**src/rtl/xfindmax_gather_if.sv**
```systemverilog
// Sample-in / vector-out bus between the gather stage and its neighbours.
// The slave side is the gatherer; the master side feeds samples and consumes the
// packed vector that goes on to the max-finder tree.
interface xfindmax_gather_if #(
   parameter int unsigned NEl  = 8,
   parameter int unsigned BWID = 16,
   parameter int unsigned IWID = 4,
   parameter int unsigned CWID = 8
) ();

   // Sample stream
   logic [BWID-1:0]     i_data;
   logic                i_vld;
   logic                i_last;

   // Packed vector towards the tree
   logic [BWID*NEl-1:0] ov_data;
   logic [IWID*NEl-1:0] ov_index;
   logic                o_nd;
   logic [IWID-1:0]     o_nvalid;
   logic [CWID-1:0]     o_blk;
   logic                o_last;

   modport master (
      output i_data,
      output i_vld,
      output i_last,
      input  ov_data,
      input  ov_index,
      input  o_nd,
      input  o_nvalid,
      input  o_blk,
      input  o_last
   );

   modport slave (
      input  i_data,
      input  i_vld,
      input  i_last,
      output ov_data,
      output ov_index,
      output o_nd,
      output o_nvalid,
      output o_blk,
      output o_last
   );

endinterface

```
**src/rtl/xfindmax_gather.sv**
```systemverilog
// Gathers NEl consecutive unsigned samples into one wide vector with per-lane
// indices for the pipelined max-finder tree. A short end-of-frame block is
// padded with data 0 / index 0 so a pad lane can at most tie (the tree uses a
// strict >), and when all real lanes are 0 the pad index still names lane 0.
module xfindmax_gather #(
   parameter int unsigned NEl  = 8,
   parameter int unsigned BWID = 16,
   parameter int unsigned IWID = 4,
   parameter int unsigned CWID = 8
) (
   input logic               clk,
   input logic               rst,
   xfindmax_gather_if.slave  bus_io
);

   localparam int unsigned CntW = (NEl > 1) ? $clog2(NEl) : 1;

   typedef logic [CntW-1:0] cnt_t;

   // Sample bank and counters
   logic [BWID-1:0]     bank_q [NEl];
   cnt_t                cnt_q, cnt_d;
   logic [CWID-1:0]     blk_q, blk_d;
   logic                trig;

   // Registered outputs and their next-state values
   logic [BWID*NEl-1:0] data_q, data_d;
   logic [IWID*NEl-1:0] index_q, index_d;
   logic                nd_q;
   logic [IWID-1:0]     nvalid_q, nvalid_d;
   logic [CWID-1:0]     oblk_q;
   logic                last_q;

   // A block closes when its last lane fills or the frame ends early.
   assign trig = bus_io.i_vld && ((cnt_q == cnt_t'(NEl - 1)) || bus_io.i_last);

   // Merge the bank with the current sample into the outgoing lane layout.
   always_comb begin
      data_d  = '0;
      index_d = '0;
      for (int unsigned k = 0; k < NEl; k++) begin
         if (cnt_t'(k) < cnt_q) begin
            data_d[BWID*k +: BWID]  = bank_q[k];
            index_d[IWID*k +: IWID] = IWID'(k);
         end else if (cnt_t'(k) == cnt_q) begin
            // Current sample bypasses the bank so emission costs no extra cycle
            data_d[BWID*k +: BWID]  = bus_io.i_data;
            index_d[IWID*k +: IWID] = IWID'(k);
         end
      end
      nvalid_d = IWID'(cnt_q) + IWID'(1);
   end

   // Lane and block counter next state.
   always_comb begin
      cnt_d = cnt_q;
      blk_d = blk_q;
      if (bus_io.i_vld) begin
         cnt_d = trig ? '0 : cnt_q + cnt_t'(1);
      end
      if (trig) begin
         blk_d = bus_io.i_last ? '0 : blk_q + CWID'(1);
      end
   end

   // State and output registers; reset drops any partial block.
   always_ff @(posedge clk) begin
      if (rst) begin
         for (int unsigned k = 0; k < NEl; k++) begin
            bank_q[k] <= '0;
         end
         cnt_q    <= '0;
         blk_q    <= '0;
         data_q   <= '0;
         index_q  <= '0;
         nd_q     <= 1'b0;
         nvalid_q <= '0;
         oblk_q   <= '0;
         last_q   <= 1'b0;
      end else begin
         if (bus_io.i_vld) begin
            bank_q[cnt_q] <= bus_io.i_data;
         end
         cnt_q <= cnt_d;
         blk_q <= blk_d;
         nd_q  <= trig;
         if (trig) begin
            data_q   <= data_d;
            index_q  <= index_d;
            nvalid_q <= nvalid_d;
            oblk_q   <= blk_q;
            last_q   <= bus_io.i_last;
         end
      end
   end

   assign bus_io.ov_data  = data_q;
   assign bus_io.ov_index = index_q;
   assign bus_io.o_nd     = nd_q;
   assign bus_io.o_nvalid = nvalid_q;
   assign bus_io.o_blk    = oblk_q;
   assign bus_io.o_last   = last_q;

endmodule

```
**src/flat_wrapper.sv**
```systemverilog
// flat-port wrapper written by rule: the top's interface ports become plain ports
module xfindmax_gather_flat 
#(
   parameter int unsigned NEl  = 8,
   parameter int unsigned BWID = 16,
   parameter int unsigned IWID = 4,
   parameter int unsigned CWID = 8
)
  (clk, rst, bus_io_i_data, bus_io_i_vld, bus_io_i_last, bus_io_ov_data, bus_io_ov_index, bus_io_o_nd, bus_io_o_nvalid, bus_io_o_blk, bus_io_o_last);
  xfindmax_gather_if #(.NEl(NEl), .BWID(BWID), .IWID(IWID), .CWID(CWID)) bus_io_i ();
  input logic clk;
  input logic rst;
  input wire logic [$bits(bus_io_i.i_data)-1:0] bus_io_i_data;
  input wire logic [$bits(bus_io_i.i_vld)-1:0] bus_io_i_vld;
  input wire logic [$bits(bus_io_i.i_last)-1:0] bus_io_i_last;
  output wire logic [$bits(bus_io_i.ov_data)-1:0] bus_io_ov_data;
  output wire logic [$bits(bus_io_i.ov_index)-1:0] bus_io_ov_index;
  output wire logic [$bits(bus_io_i.o_nd)-1:0] bus_io_o_nd;
  output wire logic [$bits(bus_io_i.o_nvalid)-1:0] bus_io_o_nvalid;
  output wire logic [$bits(bus_io_i.o_blk)-1:0] bus_io_o_blk;
  output wire logic [$bits(bus_io_i.o_last)-1:0] bus_io_o_last;
  assign bus_io_i.i_data = bus_io_i_data;
  assign bus_io_i.i_vld = bus_io_i_vld;
  assign bus_io_i.i_last = bus_io_i_last;
  assign bus_io_ov_data = bus_io_i.ov_data;
  assign bus_io_ov_index = bus_io_i.ov_index;
  assign bus_io_o_nd = bus_io_i.o_nd;
  assign bus_io_o_nvalid = bus_io_i.o_nvalid;
  assign bus_io_o_blk = bus_io_i.o_blk;
  assign bus_io_o_last = bus_io_i.o_last;
  xfindmax_gather #(.NEl(NEl), .BWID(BWID), .IWID(IWID), .CWID(CWID)) u_core (.clk(clk), .rst(rst), .bus_io(bus_io_i));
endmodule
```
**config.mk**
```make
export PLATFORM = sky130hd
export DESIGN_NAME = xfindmax_gather_flat
export DESIGN_NICKNAME = d
export VERILOG_FILES = /design/src/rtl/xfindmax_gather_if.sv /design/src/rtl/xfindmax_gather.sv /design/src/flat_wrapper.sv
export SDC_FILE = /design/constraint.sdc
export NUM_CORES = 1
export LEC_CHECK = 0
export CAP_MARGIN = 40
export CORE_MARGIN = 1.5
export CORE_UTILIZATION = 50
export CTS_CLUSTER_DIAMETER = 120
export DETAILED_ROUTE_END_ITERATION = 10
export HOLD_SLACK_MARGIN = 0.1
export PLACE_DENSITY_LB_ADDON = 0.08
export SETUP_SLACK_MARGIN = 0.3
export SLEW_MARGIN = 40
export SYNTH_ARGS = -nofsm -noshare
export SYNTH_HDL_FRONTEND = slang
export SYNTH_SLANG_ARGS = --single-unit
```
**constraint.sdc**
```tcl
create_clock -name clk -period 4.9 [get_ports clk]
set_input_delay 1.225 -clock clk [delete_from_list [all_inputs] [get_ports clk]]
set_output_delay 1.225 -clock clk [all_outputs]
set_load 0.02 [all_outputs]
```
==> flow_summary.toml <==
[clock_tree]
tritoncts = "yes"
ctsResizeCount = 0
holdBufCountCts = 0
clk_path_buf_depth = 3
cts.clk_slew.worst_paths_ns = 0.06
cts_sinks = 272
clk_latency_ns = 0.54
cts_root_buf = "clkbuf_16"
cts_made_buffers = 28
htreeDepth = 1
postCtsSetupBuffers = 0

[die]
initial_core_util_pct = 51.3
io_pins = 194
die_h_um = 153
die_w_um = 153
die-area_um2 = 23500
core.rowCount = 54
core_um2 = 22000

[sta]
fmax_mhz = 315
fin_crit_ns = 3.18
skew_ns = 0.00471
finalSetupViolCount = 0
post-route-period-util_pct = 64.8
fin_ws_ns = 1.72
timing.final.max_slew_violations = 0
rsz0062_at_grt = "no"
fin_hold_ws_ns = 0.461
setup_tns_ns = 0
hold_violations = 0
worst_slew_pin_slew_ns = 0.869
maxSlewHeadroom_pct = 41.9

[logic_synthesis]
synth-async-reset-ratio_pct = 0
synth-edff-count = 112
synth_cells = 1016
synth_top_area_cell = "edfxtp_1"
synth_seq_area_share_pct = 58.1
synth.distinct_cells = 60
synthTopCellsByArea = "edfxtp_1 30%, dfxtp_1 28%, and2_1 6.3%, nor3_1 4.2%, a221oi_1 4.1%"
synth_seq_cells = 272
yosysMostFrequentCell = "dfxtp_1"
syn_avg_cell_area_um2 = 11.1
synth_warnings = 0
syn_area_um2 = 11300
synth_flop_cell = "dfxtp_1"
netlist.area_leader.share_pct = 29.7
yosys-top-cells-count = "160 x dfxtp_1, 117 x nor2_1, 113 x and2_1"

[outcome]
status = "completed"

[worst_setup_path]
worstSetupPathType = "input pin to flip-flop"
required_ns = 5.11
critPathMaxFanout = 17
worstPathArrival_ns = 3.38
worstSetupEndpointType = "flip-flop"
startpoint_type = "input pin"

[cells_and_area]
synthToLayoutAreaGrowth_pct = 21.9
num-nets-final = 1144
num-fill-cells = 1794
multiInputGateArea_um2 = 4060
antennaDiodeCount = 0
post-route-util_pct = 62.6
final_cells = 1421
drive_above_1_share_pct = 10.3
seq_area_um2 = 6570
fin_area_um2 = 13800

[grt]
met1_usage_pct = 35.6
grt_pass1_vias = 7670
grt-ovfl-total = 0
grt_pass1_wl_mm = 45.1
antenna_found_initial = 0
top_usage_layer = "met2"
use_met3_pct = 3.40
use_met2_pct = 37.6
track_usage_pct = 24.3
grt_max_degree = 99

[run]
cap_violations = 0

[power_and_ir_drop]
power_mw = 5.30
vdd_drop_max_mv = 0.235
power.density_nw_per_um2 = 384
leakage_nw = 4.97

[placement]
post-dp-hpwl_mm = 16.8
dp_slack_ns = 1.15
numPortBuffers = 173
dp_cells = 1368
placed_area_um2 = 12800
place.gp.congestion = 0.762

[routing]
drt_iter0_markers = 605
vias = 8273
wl_per_cell_um = 20.5
drcViolationCount = 0
ant_nets = 0
viasPerCell = 5.82
drt_pass1_iterations = 5
wirelength_mm = 29.1

[worst_hold_path]
hold_path_class = "flip-flop to flip-flop"
[state kept, by name (all words and copies together), names as in the netlist]
register / flops
u_core.bus_io.ov_data: 128
u_core.bank_q: 112
u_core.blk_q: 8
u_core.bus_io.o_blk: 8
u_core.bus_io.ov_index: 7
u_core.bus_io.o_nvalid: 4
u_core.cnt_q: 3
u_core.bus_io.o_last: 1
u_core.bus_io.o_nd: 1
[placed cells by master, fill, tap and decap left out, types with 22 or more instances in the layout]
cell type / n
clkbuf_16: 29
clkdlybuf4s50_1: 161
edfxtp_1: 112
a211oi_1: 28
nor2_1: 116
a32oi_1: 27
dfxtp_1: 159
a22o_1: 22
a221oi_1: 53
and2_1: 113
nor3_1: 95
[per-layer routing]
| layer | part of all wire, % | vias up | wire length, um |
|---|---|---|---|
| met5 | 0 | - | 0 |
| met4 | 2.8 | 0 | 802 |
| met3 | 6.0 | 47 | 1750 |
| met2 | 46 | 297 | 13300 |
| met1 | 46 | 4041 | 13300 |
| li1 | - | 3888 | - |
[power by group]
| group | internal (mW) | switching, mW | total (mW) | leakage (nW) |
|---|---|---|---|---|
| Sequential | 2.46 | 0.0525 | 2.51 | 2.47 |
| Clock | 1.39 | 0.890 | 2.28 | 0.496 |
| Combinational | 0.182 | 0.325 | 0.506 | 2.00 |
[cells by family (layout without fill, tap and decap cells)]
logic type,count (synthesis),in the layout,synth area share [%]
and+or+nand+nor,414,414,20.4
adders and majority gates,5,5,0.553
other,1,20,0.0332
DFF,272,272,58.1
muxes,2,2,0.177
buffers and inverters,140,246,6.97
xor gates and xnor gates,2,2,0.155
AOI/OAI and AO/OA,180,180,13.7
[worst max-delay path, cell delays in order]
cell and delay [ns]:
clkdlybuf4s50_1 0.83, nand2b_2 0.27, nor4_4 0.58, or2_2 0.46
[path summary, 6_finish.rpt]
| kind | start | to | slack, ns | cells past startpoint |
|---|---|---|---|---|
| worst max-delay path | bus_io_i_vld | u_core.bank_q[0][5] | 1.72 | 4 |
| worst min-delay path | u_core.bus_io.o_blk[5] | u_core.bus_io.o_blk[5] | 0.46 | 2 |
| worst max register to register | u_core.cnt_q[0] | u_core.bus_io.ov_data[111] | 1.85 | 6 |
| worst min register to register | u_core.bus_io.o_blk[5] | u_core.bus_io.o_blk[5] | 0.46 | 2 |
[cell type report]
class	count	share of cell area [%]
Clock buffer	30	5.29
Clock inverter	22	1.93
Inverter	10	0.272
Multi-Input combinational cell	623	29.4
Sequential cell	272	47.6
Tap cell	280	2.54
Timing Repair Buffer	184	12.9
Note: power is estimated with default switching activity, not from simulation.
